--- src/rtl/rxpybitpacker_pkg.sv ---
// Shared baseband constants and the rx payload bit packer state encoding.
package rxpybitpacker_pkg;

    localparam int RXPY_WORD_W = 32;
    localparam int RXPY_ADDR_W = 8;
    localparam int RXPY_CNT_W  = 13;

    // One bit wider than the counter so that "unlimited" (8192 bits) is representable.
    localparam logic [RXPY_CNT_W:0] RXPY_LIM_MAX = 14'd8192;

    typedef enum logic [1:0] {
        IDLE    = 2'd0,
        COLLECT = 2'd1,
        FLUSH   = 2'd2,
        DONE    = 2'd3
    } rxpy_state_e;

endpackage

--- src/rtl/rxpybitpacker.sv ---
// Receive payload bit packer: packs serial payload bits LSB-first into 32-bit
// words and emits registered write strobes towards the rx payload buffers.
module rxpybitpacker
    import rxpybitpacker_pkg::*;
(
    input  logic                   clk_6M,
    input  logic                   rstz,
    input  logic                   py_st_p,
    input  logic                   dec_py_period,
    input  logic                   rxbit_valid,
    input  logic                   rxbit,
    input  logic                   pylen_valid_p,
    input  logic [9:0]             dec_pylenByte,
    input  logic                   py_endp,
    output logic [RXPY_ADDR_W-1:0] rxlnctrl_addr,
    output logic [RXPY_WORD_W-1:0] rxlnctrl_din,
    output logic                   rxlnctrl_we,
    output logic [RXPY_CNT_W-1:0]  rxpybitcount,
    output logic                   pack_done_p,
    output logic                   rxpy_overflow
);

    rxpy_state_e            state_q, state_d;
    logic [RXPY_CNT_W-1:0]  cnt_q,   cnt_d;
    logic [RXPY_WORD_W-1:0] word_q,  word_d;
    logic [RXPY_CNT_W:0]    lim_q,   lim_d;
    logic                   full_q,  full_d;
    logic                   ovf_q,   ovf_d;
    logic [RXPY_ADDR_W-1:0] addr_q,  addr_d;
    logic [RXPY_WORD_W-1:0] din_q,   din_d;
    logic                   we_q,    we_d;
    logic                   start;
    logic                   proc;

    always_ff @(posedge clk_6M or negedge rstz) begin
        if (!rstz) begin
            state_q <= IDLE;
            cnt_q   <= '0;
            word_q  <= '0;
            lim_q   <= RXPY_LIM_MAX;
            full_q  <= 1'b0;
            ovf_q   <= 1'b0;
            addr_q  <= '0;
            din_q   <= '0;
            we_q    <= 1'b0;
        end else begin
            state_q <= state_d;
            cnt_q   <= cnt_d;
            word_q  <= word_d;
            lim_q   <= lim_d;
            full_q  <= full_d;
            ovf_q   <= ovf_d;
            addr_q  <= addr_d;
            din_q   <= din_d;
            we_q    <= we_d;
        end
    end

    always_comb begin
        state_d = state_q;
        cnt_d   = cnt_q;
        word_d  = word_q;
        lim_d   = lim_q;
        full_d  = full_q;
        ovf_d   = ovf_q;
        addr_d  = addr_q;
        din_d   = din_q;
        we_d    = 1'b0;
        start   = py_st_p && dec_py_period;
        proc    = 1'b0;

        // A start pulse restarts from any state; a bit in the same cycle becomes bit 0.
        if (start) begin
            state_d = COLLECT;
            cnt_d   = '0;
            word_d  = '0;
            full_d  = 1'b0;
            ovf_d   = 1'b0;
            lim_d   = RXPY_LIM_MAX;
            proc    = 1'b1;
        end else if (state_q == COLLECT) begin
            proc = 1'b1;
        end

        if (proc && pylen_valid_p)
            lim_d = {1'b0, dec_pylenByte, 3'b000};

        if (proc && rxbit_valid) begin
            if (!full_d && ({1'b0, cnt_d} < lim_d)) begin
                word_d[cnt_d[4:0]] = rxbit;
                if (&cnt_d[4:0]) begin
                    we_d   = 1'b1;
                    addr_d = cnt_d[12:5];
                    din_d  = word_d;
                    word_d = '0;
                end
                // Bit 8191 fills the last buffer word; the counter cannot reach 8192.
                if (&cnt_d)
                    full_d = 1'b1;
                else
                    cnt_d = cnt_d + 1'b1;
            end else begin
                ovf_d = 1'b1;
            end
        end

        if (!start) begin
            case (state_q)
                IDLE: ;
                COLLECT: begin
                    if (py_endp) begin
                        state_d = FLUSH;
                        // Flush is decided on the post-bit count, so a word completed
                        // by a simultaneous bit is never written twice.
                        if ((cnt_d[4:0] != 5'd0) && !full_d) begin
                            we_d   = 1'b1;
                            addr_d = cnt_d[12:5];
                            din_d  = word_d;
                            word_d = '0;
                        end
                    end else if (!dec_py_period) begin
                        state_d = IDLE;
                    end
                end
                FLUSH:   state_d = DONE;
                DONE:    state_d = IDLE;
                default: state_d = IDLE;
            endcase
        end
    end

    assign rxlnctrl_addr = addr_q;
    assign rxlnctrl_din  = din_q;
    assign rxlnctrl_we   = we_q;
    assign rxpybitcount  = cnt_q;
    assign pack_done_p   = (state_q == DONE);
    assign rxpy_overflow = ovf_q;

endmodule

--- config.mk ---
export PLATFORM = sky130hd
export DESIGN_NAME = rxpybitpacker
export DESIGN_NICKNAME = d
export VERILOG_FILES = /design/src/rtl/rxpybitpacker_pkg.sv /design/src/rtl/rxpybitpacker.sv
export SDC_FILE = /design/constraint.sdc
export NUM_CORES = 1
export LEC_CHECK = 0
export ABC_CLOCK_PERIOD_IN_PS = 3300
export CAP_MARGIN = 10
export CORE_ASPECT_RATIO = 1.75
export CORE_UTILIZATION = 50
export CTS_CLUSTER_DIAMETER = 30
export DETAILED_ROUTE_END_ITERATION = 10
export PLACE_DENSITY_LB_ADDON = 0.3
export SYNTH_ARGS = -nofsm -noshare
export SYNTH_HDL_FRONTEND = slang
export SYNTH_SLANG_ARGS = --single-unit
--- constraint.sdc ---
create_clock -name clk_6M -period 3.3 [get_ports clk_6M]
set_input_delay 0.66 -clock clk_6M [delete_from_list [all_inputs] [get_ports clk_6M]]
set_output_delay 0.66 -clock clk_6M [all_outputs]
set_load 0.005 [all_outputs]
* Yosys cells after proc, flatten, opt, wreduce, memory -nomap -nowiden
Index checks and enable logic that the tools add are counted.
** Storage, ports and cells
- Bits of input ports :: 18
- Output and inout port bits :: 56
- Register bits :: 104
- Word-level logic and storage cells :: 79
** Operators by class
- Reductions and logical operators :: 11
- $lt $le $gt $ge :: 3
- Multiplexer cells :: 52
- Equal/unequal tests :: 3
- $add $sub $neg :: 1
** Operators with widths (number)
- $mux W32 :: 15
- $mux W8 :: 7
- $mux W13 :: 4
- $bwmux W32 :: 1
- $mux W14 :: 2
- $mux W1 :: 17
- $lt A13 B14 Y1 :: 1
- $add A13 B1 Y13 const B :: 1
- $reduce_and A13 Y1 :: 1
- $mux W2 :: 4
- $logic_and A1 B1 Y1 :: 6
- $lt A5 B6 Y1 const B :: 1
- $pmux W2 S3 :: 1
- $demux W1 S5 :: 1
- $ge A5 B1 Y1 const B :: 1
- $reduce_and A5 Y1 :: 1
- $reduce_bool A5 Y1 :: 1
- $eq A2 B2 Y1 const B :: 2
- $eq A2 B1 Y1 const B :: 1
- $logic_not A1 Y1 :: 2

* Logic depth before layout (Yosys ltp)
Gate-level depths: netlist of run 1.
- Depth after elaboration :: 15
- Gate-level depth with buffers :: 20
- Gate-level depth less buffers :: 14

* Worst setup path after synthesis of run 1
No wires, ideal clock.
- Kind :: input-to-reg
- From :: in py_st_p
- To :: reg din_q[4] (netlist: rxlnctrl_din[4])
- Library setup time :: 91 ps
- Slack :: -897 ps
- Buffers on the path :: 6
- Arrival :: 4106 ps
- Stages on the path :: 20
- Required time :: 3209 ps
- Path through :: nand2_1 -> clkbuf_1 -> buf_1 -> buf_1 -> nand2_1 -> inv_1 -> ha_1 -> clkbuf_1 -> nand2_1 -> nor2_1 -> ha_1 -> nor4bb_1 -> nand3_1 -> o21ai_0 -> o21ai_0 -> mux2i_1 -> buf_2 -> buf_2 -> nand2_1 -> o221ai_1
** On the way
- Cells in the longest elaborated chain, start to end :: 14
- Elaborated cells between the ends (all ways) :: 40
- Those cells by class :: add/sub: 1; order compare: 3; mux: 25; reduce/logical: 11
** Ends and longest elaborated chain
- from (decl) :: RTL line rxpybitpacker.sv:8 : input logic py_st_p,
- $logic_and A1 B1 Y1 * :: RTL line rxpybitpacker.sv:69 : start = py_st_p && dec_py_period;
- $mux W1 / $mux W13 (equally long branches) :: RTL line rxpybitpacker.sv:73 : if (start) begin
- $logic_and A1 B1 Y1, or another cell as far along :: RTL line rxpybitpacker.sv:85 : if (proc && pylen_valid_p)
- $mux W14 / $logic_and A1 B1 Y1 (equally long branches) :: RTL line rxpybitpacker.sv:85, rxpybitpacker.sv:90
- $lt A13 B14 Y1 / $mux W1 (equally long branches) :: RTL line rxpybitpacker.sv:89, rxpybitpacker.sv:90
- $logic_and A1 B1 Y1 / $demux W1 S5 (equally long branches) :: RTL line rxpybitpacker.sv:89, rxpybitpacker.sv:90
- $mux W13, or another cell as far along :: RTL line rxpybitpacker.sv:89 : if (!full_d && ({1'b0, cnt_d} < lim_d)) begin
- $mux W13, or another cell as far along :: RTL line rxpybitpacker.sv:88 : if (proc && rxbit_valid) begin
- $reduce_bool A5 Y1, or another cell as far along :: RTL line rxpybitpacker.sv:115 : if ((cnt_d[4:0] != 5'd0) && !full_d) begin
- $logic_and A1 B1 Y1 / $mux W32 (equally long branches) :: RTL line rxpybitpacker.sv:115, rxpybitpacker.sv:88
- $mux W32 :: RTL line rxpybitpacker.sv:115
- $mux W32 :: RTL line rxpybitpacker.sv:111 : if (py_endp) begin
- $mux W32 :: RTL line rxpybitpacker.sv:108 : case (state_q)
- $mux W32 * :: RTL line rxpybitpacker.sv:107 : if (!start) begin
- named net din_d[4] :: RTL line rxpybitpacker.sv:30 : logic [RXPY_WORD_W-1:0] din_q, din_d;
- to (signal assigned) :: RTL line rxpybitpacker.sv:54 : din_q <= din_d;
- to (decl) :: RTL line rxpybitpacker.sv:30
The timed path passes the listed nets; every way through them passes the cells marked *.

* Worst setup path in the final report of run 1
- From :: reg state_q[0]
- To :: reg addr_q[0] (netlist: rxlnctrl_addr[0])
** On the way
- Cells in the longest elaborated chain, start to end :: 15
- Elaborated cells between the ends (all ways) :: 21
- Those cells by class :: order compare: 1; eq/ne: 1; mux: 13; reduce/logical: 6
** Ends and longest elaborated chain
- from (decl) :: RTL line rxpybitpacker.sv:23 : rxpy_state_e state_q, state_d;
- from (signal assigned) :: RTL line rxpybitpacker.sv:47 : state_q <= state_d;
- $eq A2 B1 Y1 * :: RTL line rxpybitpacker.sv:81, rxpybitpacker.sv:108
- $mux W1 :: RTL line rxpybitpacker.sv:81 : end else if (state_q == COLLECT) begin
- $mux W1 :: RTL line rxpybitpacker.sv:73
- $logic_and A1 B1 Y1 :: RTL line rxpybitpacker.sv:85
- $mux W14 :: RTL line rxpybitpacker.sv:85
- $lt A13 B14 Y1 :: RTL line rxpybitpacker.sv:89
- $logic_and A1 B1 Y1 :: RTL line rxpybitpacker.sv:89
- $mux W13 / $mux W1 (equally long branches) :: RTL line rxpybitpacker.sv:89
- $mux W13 / $mux W1 (equally long branches) :: RTL line rxpybitpacker.sv:88
- $reduce_bool A5 Y1 / $logic_not A1 Y1 (equally long branches) :: RTL line rxpybitpacker.sv:115
- $logic_and A1 B1 Y1 :: RTL line rxpybitpacker.sv:115
- $mux W8 :: RTL line rxpybitpacker.sv:115
- $mux W8 :: RTL line rxpybitpacker.sv:111
- $mux W8 :: RTL line rxpybitpacker.sv:108
- $mux W8 * :: RTL line rxpybitpacker.sv:107
- named net addr_d[0] :: RTL line rxpybitpacker.sv:29 : logic [RXPY_ADDR_W-1:0] addr_q, addr_d;
- to (signal assigned) :: RTL line rxpybitpacker.sv:53 : addr_q <= addr_d;
- to (decl) :: RTL line rxpybitpacker.sv:29
Marks and branches as above.

==> metrics list, run 1 <==
- The final reports fail on setup timing.
* Clock root buffer: sky130_fd_sc_hd__clkbuf_16
- For this run, the total global-route usage over all layers was measured as 0.313.
- The detailed router finished its first iteration with 534 violations.
* Final hold violation count: 0
* Final slew viol count: 0
- Setup_tns: -4030 ps
- Sequential-to-total area share from yosys stat: 0.454
- Of the total synthesized cell area, the portion taken by full adders, half adders and majority gates is 0.0371.
- Die Ht: approximately 140 um
* Vias: between 6000 and 7000
* Quantity of I/O buffers inserted on ports: 73
- CTS built an H-tree with a depth of 3.
- In this run the power density over the cells is 467 nW/um2.
* Floorplan core area: 11200 um2
* Actual transition at the worst max-transition pin: ~760 ps
- In this run, synthesis inferred 0 flip-flops with an integrated enable.
- After clock tree synthesis, the clock-pin slew on the worst setup and hold paths is approximately 70 ps.
* TritonCTS clock tree: done
- CTS max path bufs: 2
- The worst setup path is captured at a register.
* Utilization after layout: 0.750
- For this run, design rule violations remaining after detail routing come to 0.
- Standby leakage power: 3.72 nW
- After detailed routing, the average wire length per cell comes to around 21 um.
* Compound-gate portion of the synthesized area: 0.208
* Number of buffers created by CTS: 9
* Worst slack at placement: -883 ps
- Vias/cell: 6.44
- The number of antenna violations at the first check in global routing came to 0.
- After synthesis the netlist holds a flip-flop and latch count of between 100 and 150.
* Via count of the first global-routing pass: 6009
- Std-Cell Rows: between 50 and 60
* Antenna-violating nets left: 0
- Clock tree sinks: between 100 and 150
- Launching element type of the critical path: register
- Global routing finished with a remaining overflow of 0.
* Multiplexer area fraction after synthesis: 0.0111
* Later-pin clock latency in the skew report: approximately 350 ps
* Fmax: 289 MHz
- Top_reg_cell synth: sky130_fd_sc_hd__dfrtp_1
- For the worst setup path, the data required time is around 3500 ps.
- The routed design has between 15000 and 20000 um of wire.
- Worst clock skew: between 7 and 8 ps
- Delay contributed by the slowest stage of the critical path: ~380 ps
* Max-Slew Margin vs Limit: 0.496
- Averaged over all synthesized cells, the footprint is roughly 8.7 um2.
* Syn nets: 698
- Detailed-placement wirelength estimate: 12500 um
* Starting Density: 0.514
* Pin count of the biggest net entering global routing: between 50 and 60
- The final layout contains 860 nets.
- Of the cells placed in the final design, the portion with a size suffix greater than 1 is 0.275.
- Once routing completed, OpenROAD measured the worst setup slack at -158 ps.
- Cell type contributing the most total cell area after synthesis: sky130_fd_sc_hd__dfrtp_1
- Main combinational cell family by area after synthesis: simple AND/OR/NAND/NOR gates
* 1st-pass router iterations: 5
- Post-layout minimum cycle time: between 3000 and 4000 ps
* Share of the synthesized area in the top cell type: 0.449
* Cells taking the most area after synthesis: sky130_fd_sc_hd__dfrtp_1 (45%), sky130_fd_sc_hd__nand2_1 (6.9%), sky130_fd_sc_hd__a21oi_1 (5.6%)
* Crit path cell chain: nor2b_4, buf_6, o21ai_4, buf_6, nand3_2, and2_4, ha_4, and3_4, a221o_1, o22a_2, a211oi_4, buf_12, buf_12, mux2i_4, buf_4, o21ai_0, a21oi_1
- At the end of routability-driven placement, the weighted congestion stood at between 0.9 and 1.
- Syn Inst Count: between 600 and 700
* Die area: 11900 um2
- During I/O placement, the number of pins put on the boundary was 74.
- Yosys Warn Count: 0
* Library cells used by synthesis: 55
- At the worst endpoint, the arrival time is between 3000 and 4000 ps.
- Filler instances: approximately 760
- Setup repair after global routing could not meet its margin everywhere.
- Setup violations, final: 70
* Max rail drop VDD: 326 uV
* Part of the cycle the worst path needs: 1.05
- In this run the horizontal extent of the chip is about 83 um.
* XOR/XNOR Fraction of Synth Area: 0.0153
- The critical path in this run is classified as reg -> reg.
- Across the run, the number of max-cap violations was 0.
* Worst hold slack: approximately 370 ps
* Run status: complete, but fails checks
* Count of hold buffers inserted by post-cts repair: 0
- The worst hold path belongs to the class in -> async.
* Library cell contributing the largest single delay on the critical path: sky130_fd_sc_hd__dfrtp_1
- Wire length of the first global-routing pass: just under 30000 um
- Number of antenna diodes: 0
* Largest fanout of any net on the critical path: 5
- Of the total synthesized cell area, the portion taken by AND, OR, NAND and NOR gates is 0.218.
- From synthesis to final layout, the design area changed by 46.0%.
- Cell area after synthesis: 5740 um2
* Async set-reset flop share out of synthesis: 1.00
[synthesized netlist by cell type, drive strengths merged (4+ instances only)]
cell type	number
a21o	5
a21oi	65
a31oi	44
and2	17
and3	5
buf	23
clkbuf	31
dfrtp	103
ha	17
inv	28
mux2i	6
nand2	105
nand3	44
nand4	4
nor2	27
nor2b	4
nor3	21
o21ai	15
o221ai	30
or3	20
xnor2	10
[cell type report]
| class | instances | area [um2] | share of cell area |
|---|---|---|---|
| Clock buffer | 12 | 236 | 0.0282 |
| Clock inverter | 4 | 31.3 | 0.00373 |
| Inverter | 28 | 108 | 0.0128 |
| Multi-Input combinational cell | 478 | 3260 | 0.389 |
| Sequential cell | 104 | 2600 | 0.311 |
| Tap cell | 132 | 165 | 0.0197 |
| Timing Repair Buffer | 204 | 1980 | 0.236 |
[worst max-delay path: cells and delay by family, from the launching register on]
kind	cells	cell delay, ps
compound gates	6	1310
mux	1	230
flops	1	380
simple gates	4	510
fa+ha+maj	1	240
buf+inv	5	670
[power by group]
group	internal [mW]	total [mW]	switching, mW
logic	0.687	1.44	0.753
registers	1.39	1.47	0.0809
clock network	0.515	1.00	0.487
total	2.59	3.92	1.32
[timing repair]
| item | CTS | global route |
|---|---|---|
| resized for setup | 36 | 65 |
| pin swaps | 37 | 22 |
| setup endpoints to repair | 86 | 82 |
| setup buffers | 12 | 6 |
| endpoints found under the hold margin | 0 | 0 |
| gates cloned | 2 | 3 |
[cells by family after synthesis]
| kind of cell | Yosys count |
|---|---|
| buffers and inverters | 82 |
| DFF | 104 |
| adders and majority gates | 17 |
| and+or+nand+nor | 262 |
| AOI/OAI and AO/OA | 182 |
| xor gates and xnor gates | 10 |
| muxes | 6 |
[worst paths after layout]
| check | start | to | slack (ps) | cells past startpoint |
|---|---|---|---|---|
| max | state_q[0]$_DFF_PN0_ | rxlnctrl_addr[0]$_DFF_PN0_ | -160 | 17 |
| min | rstz | lim_q[4]$_DFF_PN0_ | 370 | 1 |
| max reg2reg | state_q[0]$_DFF_PN0_ | rxlnctrl_addr[0]$_DFF_PN0_ | -160 | 17 |
| min reg2reg | rxlnctrl_din[4]$_DFF_PN0_ | rxlnctrl_din[4]$_DFF_PN0_ | 490 | 2 |
| max in group asynchronous | rstz | rxlnctrl_addr[6]$_DFF_PN0_ | 2190 | 2 |
| min in group clk_6M | rxlnctrl_din[4]$_DFF_PN0_ | rxlnctrl_din[4]$_DFF_PN0_ | 490 | 2 |
[metrics by stage]
step	instance area, um2	power, mW	std cells
floorplan	5930	2.08	663
global placement	7480	2.63	924
detailed placement	7480	2.67	924
CTS	8000	3.75	954
global route	8380	4.06	962
finish	8380	3.92	962
[cell usage in the layout, fill, tap and decap left out, drive strengths merged, types with 10 or more instances in the layout]
| cell | n |
|---|---|
| ha | 17 |
| inv | 28 |
| or3 | 20 |
| a21oi | 65 |
| nor3 | 21 |
| buf | 132 |
| o21ai | 15 |
| o221ai | 30 |
| nand2 | 105 |
| clkdlybuf4s50 | 69 |
| clkbuf | 14 |
| nor2 | 27 |
| xnor2 | 10 |
| and2 | 17 |
| a31oi | 44 |
| dfrtp | 103 |
| nand3 | 44 |
[state kept, by name, summed over array words and instances (netlist names)]
signal / flops
rxpybitcount: 13
rxpy_overflow: 1
word_q: 32
rxlnctrl_we: 1
rxlnctrl_addr: 8
full_q: 1
lim_q: 14
rxlnctrl_din: 32
state_q: 2
[per-layer routing]
| layer | global-route usage | wire (um) | vias to the layer above |
|---|---|---|---|
| li1 | - | - | 2726 |
| met1 | 0.337 | 6850 | 2998 |
| met2 | 0.575 | 10400 | 368 |
| met3 | 0.0465 | 1290 | 101 |
| met4 | 0.193 | 1240 | 0 |
| met5 | 0 | 0 | - |
No activity file was read; power rests on OpenSTA's default activity.
==> run 2: changes to the inputs <==
--- a/config.mk
+++ b/config.mk
@@ -7,10 +7,12 @@
 export LEC_CHECK = 0
 export ABC_CLOCK_PERIOD_IN_PS = 3300
 export CAP_MARGIN = 10
-export CORE_ASPECT_RATIO = 1.75
+export CORE_ASPECT_RATIO = 0.75
 export CORE_UTILIZATION = 50
 export CTS_CLUSTER_DIAMETER = 30
+export CTS_CLUSTER_SIZE = 28
 export DETAILED_ROUTE_END_ITERATION = 10
+export GPL_ROUTABILITY_DRIVEN = 0
 export PLACE_DENSITY_LB_ADDON = 0.3
 export SYNTH_ARGS = -nofsm -noshare
 export SYNTH_HDL_FRONTEND = slang
==> metrics list, run 2 (synthesis gave the netlist of run 1 again) <==
- At the later pin of the worst-skew pair, clock insertion delay measures ~360 ps.
- For this design the ratio of total power to cell area is between 400 and 500 nW/um2.
- After layout, the design draws a total of approximately 4.2 mW.
- Number of buffers created by CTS: 9
- The initial utilization of the core area, before any placement, comes to 0.519.
* Part of the cycle the worst path needs: 1.05
- Summed over all nets, the switching power comes to around 1.4 mW.
- Max-Slew Margin vs Limit: 0.508
- Commonest cells after routing, fill and taps aside: sky130_fd_sc_hd__dfrtp_1 (103), sky130_fd_sc_hd__buf_4 (88), sky130_fd_sc_hd__nand2_1 (71)
* Worst path setup slack after routing: -169 ps
- Wire length of the first global-routing pass: roughly 30000 um
- Clock tree sinks: between 100 and 150
- Global routing finished with a remaining overflow of 0.
- Worst reg2reg endpoint: rxlnctrl_addr[6]$_DFF_PN0_
- In this run the vertical extent of the chip is roughly 95 um.
- Data arrival at the endpoint of the critical path: around 3700 ps
- The H-tree was split into 3 levels.
* TritonCTS clock tree: done
* Area taken by flip-flops and latches: about 2600 um2
- In the final routed layout, each cell accounts on average for about 23 um.
- Area overhead of the layout relative to synthesis: 54.6%
* Library cell contributing the largest single delay on the critical path: sky130_fd_sc_hd__a221o_1
- Source of the worst register-to-register timing path: state_q[0]$_DFF_PN0_
- Max rail drop VDD: about 380 uV
- The floorplan has 33 rows.
- Detailed-placement wirelength estimate: between 10000 and 15000 um
* Category of the critical setup timing path: in -> reg
- Ports: 74
* Family with the most delay on the worst path: compound AO/OA/AOI/OAI gates
- The number of antenna diodes in the final layout is 0.
* Via count of the first global-routing pass: between 5000 and 6000
* Hold crit path type: in -> async
- The region available for standard cell placement spans roughly 11000 um2.
* Violated checks: setup timing
- Die area: between 10000 and 15000 um2
* Total Routing Usage GR: 0.328
- Area taken by multi-input logic gates: 3620 um2
- The tightest hold path in the finished design has a slack of roughly 320 ps.
- Setup violations remaining at the end of the flow were counted as 47.
- Largest fanout of any net on the critical path: 8
* Part of the power in the clock network: 0.277
- Run status: complete, but fails checks
* Relative contribution of combinational cells to total power: 0.370
- Drc violations: 0
- Overall die width: between 100 and 150 um
* Quantity of I/O buffers inserted on ports: 73
* Fmax: 288 MHz
* Vias/cell: between 6 and 7
- Across the run, the number of max-cap violations was 0.
- The share of total power dissipated in sequential elements is 0.352.
* Utilization after layout: 0.802
- Internal cell power: approximately 2.8 mW
- Layout cells sized above 1: 0.358
* Final hold violation count: 0
- After clock tree synthesis, the clock-pin slew on the worst setup and hold paths is roughly 80 ps.
- Clock root buffer: sky130_fd_sc_hd__clkbuf_16
* 1st-pass router iterations: 6
- Delay contributed by the slowest stage of the critical path: ~330 ps
- Vias: 6452
- Number of nets in the layout: about 850
* Standby leakage power: approximately 3.8 nW
- Kind of capture point of the worst setup path: register
- Antenna-violating nets left: 0
* Count of hold buffers inserted by post-cts repair: 0
* Filler instances: 610
* Launching element type of the critical path: input port
- Initial drt markers: between 800 and 900
* Setup_tns: -3320 ps
* Post-layout minimum cycle time: ~3500 ps
* Final slew viol count: 0
- Of the total power, the share spent switching nets is 0.337.
- Cell count of the worst reg-to-reg path: 16
- The clock passes through at most 2 buffers.
- For the pin with the worst max-slew slack, the measured transition is about 740 ps.
* Initial antenna violation count: 0
- CP Data Required Time: between 3000 and 4000 ps
* Drt total wl: approximately 22000 um
* Worst reg-to-reg setup slack: -150 ps
* Setup repair after global routing missed its margin: yes
- The library cell used most frequently in the layout, excluding fill and tap cells, is sky130_fd_sc_hd__dfrtp_1.
- Pin count of the biggest net entering global routing: between 60 and 70
- Worst setup startpoint: dec_py_period
* Buf+Inv Stages, Crit Path: 5
- For the final database, setup skew stands at ~12 ps.
* Crit path cell chain: buf_6, and2_4, o21ai_4, buf_12, nand3_1, and2_4, ha_4, and3_4, a221o_1, o22a_2, a211oi_4, buf_12, buf_8, mux2i_2, buf_4, o21ai_0, a21oi_1
## run 2: changes by cell type in the layout (fill, tap and decap cells not counted), moves of 18 or more
cell	before	now
sky130_fd_sc_hd__nand2_1	99	71
sky130_fd_sc_hd__o221ai_1	27	0
sky130_fd_sc_hd__buf_4	106	88
sky130_fd_sc_hd__nand2_4	2	30
sky130_fd_sc_hd__o221ai_2	3	30
## run 2: through the flow
step | cells | setup WS, ps | instance area (um2)
2_1_floorplan | 663 | -161 | 5930
3_3_place_gp | 919 | -730 | 7370
3_5_place_dp | 919 | -864 | 7370
4_1_cts | 953 | -99.0 | 8280
5_1_grt | 962 | -258 | 8880
6_report | 962 | -169 | 8880
## run 2: final cells by class
type	count	share of cell area
flip-flops and latches	104	0.293
repair buffers	197	0.231
inverters	28	0.0121
clock buffers	9	0.0254
well taps	140	0.0197
clock inverters	7	0.0107
multi-input cells	477	0.408
## run 2: power groups by stage
stage | Sequential [mW] | Combinational (mW) | Clock, mW
floorplan | 1.49 | 0.594 | 0
global placement | 1.48 | 1.10 | 0
detailed placement | 1.49 | 1.15 | 0
CTS | 1.47 | 1.33 | 1.17
global route | 1.50 | 1.65 | 1.23
finish | 1.49 | 1.57 | 1.17
## run 2: worst max path at each step
stage                                       to  cells past startpoint
global placement    rxlnctrl_addr[5]$_DFF_PN0_                     14
finish              rxlnctrl_addr[6]$_DFF_PN0_                     17
global route        rxlnctrl_addr[6]$_DFF_PN0_                     16
CTS                 rxlnctrl_addr[7]$_DFF_PN0_                     16
floorplan                 word_q[27]$_DFF_PN0_                     14
detailed placement  rxlnctrl_din[27]$_DFF_PN0_                     15
## run 2: routing by layer
metal / vias to the layer above / wire, um / global-route usage
li1: 2708 / - / -
met1: 3123 / 8700 / 0.448
met2: 531 / 10300 / 0.518
met3: 90 / 2430 / 0.0623
met4: 0 / 747 / 0.134
met5: - / 0 / 0
## run 2: timing repair
| item | CTS | global route |
|---|---|---|
| setup buffers | 15 | 6 |
| resized for setup | 92 | 111 |
| setup endpoints to repair | 86 | 83 |
| cloned | 4 | 6 |
| pin swaps | 23 | 34 |
## run 2: worst reg2reg max path, stage by stage, from the launching register on
cell and delay [ps]:
sky130_fd_sc_hd__dfrtp_1 380, sky130_fd_sc_hd__nor2b_4 150, sky130_fd_sc_hd__o21ai_4 160, sky130_fd_sc_hd__buf_12 140, sky130_fd_sc_hd__nand3_1 90, sky130_fd_sc_hd__and2_4 150
sky130_fd_sc_hd__ha_4 210, sky130_fd_sc_hd__and3_4 180, sky130_fd_sc_hd__a221o_1 330, sky130_fd_sc_hd__o22a_2 250, sky130_fd_sc_hd__a211oi_4 270, sky130_fd_sc_hd__buf_12 160
sky130_fd_sc_hd__buf_8 110, sky130_fd_sc_hd__mux2i_2 260, sky130_fd_sc_hd__buf_4 190, sky130_fd_sc_hd__o21ai_0 120, sky130_fd_sc_hd__a21oi_1 210
==> run 3: changes to the inputs <==
--- a/config.mk
+++ b/config.mk
@@ -14,6 +14,7 @@
 export DETAILED_ROUTE_END_ITERATION = 10
 export GPL_ROUTABILITY_DRIVEN = 0
 export PLACE_DENSITY_LB_ADDON = 0.3
+export SETUP_SLACK_MARGIN = 0.15
 export SYNTH_ARGS = -nofsm -noshare
 export SYNTH_HDL_FRONTEND = slang
 export SYNTH_SLANG_ARGS = --single-unit
==> metrics list, run 3 (synthesis gave the netlist of run 1 again) <==
- Run status: complete, but fails checks
* Violated checks: setup timing
- In this run the worst path has a maximum fanout of 6.
* Family with the most delay on the worst path: compound AO/OA/AOI/OAI gates
- 0 antenna diodes ended up in the layout.
* Antenna-violating nets left: 0
- Commonest cells after routing, fill and taps aside: sky130_fd_sc_hd__dfrtp_1 (103), sky130_fd_sc_hd__buf_4 (84), sky130_fd_sc_hd__nand2_1 (80)
- IR analysis of the VDD net gives a maximum drop of about 420 uV.
* Layout cells sized above 1: 0.294
- Cell repeated most along the worst path: sky130_fd_sc_hd__buf_6
- Final hold violation count: 0
- TritonCTS built the clock tree.
- Wire length of the first global-routing pass: 31000 um
- Worst clock skew: just over 9 ps
* Clock root buffer: sky130_fd_sc_hd__clkbuf_16
- The share of total power dissipated in combinational logic is 0.348.
- Hold repair after CTS inserted 0 buffers.
* Max-Slew Margin vs Limit: 0.267
- The number of antenna violations at the first check in global routing was 0.
* Area taken by multi-input logic gates: about 3500 um2
- Detailed-placement wirelength estimate: around 12000 um
- Internal cell power: 2.85 mW
- Switching part of the total: 0.326
- For this run, the slowest stage of the critical path takes a little under 400 ps.
- Area overhead of the layout relative to synthesis: 49.0%
* 1st-pass router iterations: 6
- The region available for standard cell placement spans 11100 um2.
- H-Tree Level Count: 3
- Vias: about 6200
- Clock transition at the register clock pins on the worst setup and hold paths after CTS: approximately 80 ps
- Power spread over the standard cell area amounts to approximately 490 nW/um2.
* Filler instances: 660
* CP Data Required Time: about 3500 ps
- The worst setup path is launched from a register.
- Across every metal layer, demand over resource in global routing totals 0.339.
- Of the total power, the clock network draws 0.304.
- Vias/cell: between 6 and 7
- For this run the aggregate overflow at the end of global routing stands at 0.
- Pin count of the biggest net entering global routing: 86
- The library cell used most frequently in the layout, excluding fill and tap cells, is sky130_fd_sc_hd__dfrtp_1.
- The clock reaches the later pin of the worst-skew pair after roughly 360 ps.
* Wire length per cell after detailed routing: roughly 22 um
- In this run, CTS created clock tree buffers numbering 9.
* Library cell contributing the largest single delay on the critical path: sky130_fd_sc_hd__a211o_4
- Clock tree sinks: 104
* Number of nets in the layout: about 850
* Drc violations: 0
* Ports: 74
- The number of global-route vias before repair is about 6000.
* Setup repair after global routing missed its margin: yes
- Port buffering added 73 buffers.
- The signal on the critical path passes through nor2b_4, buf_6, o21ai_4, nand3_2, and2_4, ha_4, a21o_1, a221o_1, o22a_2, a211o_4, buf_6, buf_6, a21oi_4, nand4_1, xnor2_1.
- Of the total power, registers draw 0.348.
- Worst slack at placement: -857 ps
* Category of the critical setup timing path: reg -> reg
- Hold crit path type: reg -> reg
* Post-layout minimum cycle time: between 3000 and 4000 ps
* Std-Cell Rows: 33
* Area taken by flip-flops and latches: approximately 2600 um2
* Kind of capture point of the worst setup path: register
* Final Total Pwr: between 4 and 5 mW
* Drt total wl: about 21000 um
- Part of the cycle the worst path needs: 1.03
- Timing would allow up to ~300 MHz.
* Data arrival at the endpoint of the critical path: 3660 ps
- Setup violations remaining at the end of the flow were counted as 64.
* Overall die width: ~130 um
* MaxCap Viol Count: 0
- In this run the static leakage power is 3.79 nW.
- Die area: approximately 12000 um2
* Die Ht: 94.8 um
- Starting Density: 0.519
* Initial drt markers: about 870
* Net switching power of the design: 1.38 mW
* Final slew viol count: 0
- The clock passes through at most 2 buffers.
- Worst path setup slack after routing: -115 ps
* Actual transition at the worst max-transition pin: about 1100 ps
- Buf+Inv Stages, Crit Path: 3
[run 3: cell types whose count changed in the layout (fill, tap and decap cells not counted), sizes merged]
cell and delta:
buf -5, dlygate4sd2 +1, clkbuf -3, bufinv +1, clkinv -2, o21ai +1
[run 3: power groups by stage]
stage | Combinational [mW] | Sequential [mW] | Clock, mW
4_1_cts | 1.33 | 1.47 | 1.28
3_3_place_gp | 1.11 | 1.48 | 0
5_1_grt | 1.56 | 1.48 | 1.33
2_1_floorplan | 0.601 | 1.49 | 0
6_report | 1.47 | 1.47 | 1.29
3_5_place_dp | 1.14 | 1.48 | 0
[run 3: path summary, 6_finish.rpt]
kind	start	endpoint	slack, ps	cells past startpoint
max reg2reg	state_q[0]$_DFF_PN0_	rxpybitcount[3]$_DFF_PN0_	-120	15
min in group asynchronous	rstz	state_q[1]$_DFF_PN0_	500	1
max	state_q[0]$_DFF_PN0_	rxpybitcount[3]$_DFF_PN0_	-120	15
max in group asynchronous	rstz	rxlnctrl_din[24]$_DFF_PN0_	1960	2
min	lim_q[1]$_DFF_PN0_	lim_q[1]$_DFF_PN0_	490	2
min reg2reg	lim_q[1]$_DFF_PN0_	lim_q[1]$_DFF_PN0_	490	2
[run 3: area by class of cell]
cell class                      count  share of cell area
Inverter                           28              0.0126
Sequential cell                   104               0.304
Timing Repair Buffer              189               0.217
Clock buffer                       10              0.0279
Multi-Input combinational cell    478               0.404
Tap cell                          140              0.0205
Clock inverter                      6              0.0135
[run 3: worst min-delay path: stages (launching register included)]
cell                      delay (ps)
sky130_fd_sc_hd__dfrtp_1         330
sky130_fd_sc_hd__nand2_1          80
sky130_fd_sc_hd__inv_1            60
[run 3: repair_timing]
| item | CTS | global route |
|---|---|---|
| pin swaps | 37 | 17 |
| gates resized for setup | 120 | 26 |
| buffers inserted | 12 | 7 |
| endpoints found under the setup margin | 87 | 86 |
| gates cloned | 3 | 2 |
[run 3: routing by layer]
layer / part of all wire / global-route usage
met5: 0 / 0
met4: 0.029 / 0.137
met3: 0.093 / 0.0703
met2: 0.47 / 0.544
met1: 0.41 / 0.454
[run 3: stage by stage]
stage | util | std cells | setup TNS (ps) | hold slack (ps) | area (um2)
3_5_place_dp | 0.664 | 915 | -67190 | 456 | 7340
3_3_place_gp | 0.664 | 915 | -56210 | 452 | 7340
5_1_grt | 0.773 | 955 | -12540 | 527 | 8550
2_1_floorplan | - | 663 | -10600 | 364 | 5960
4_1_cts | 0.752 | 946 | -376 | 494 | 8320
6_report | 0.773 | 955 | -3070 | 491 | 8550
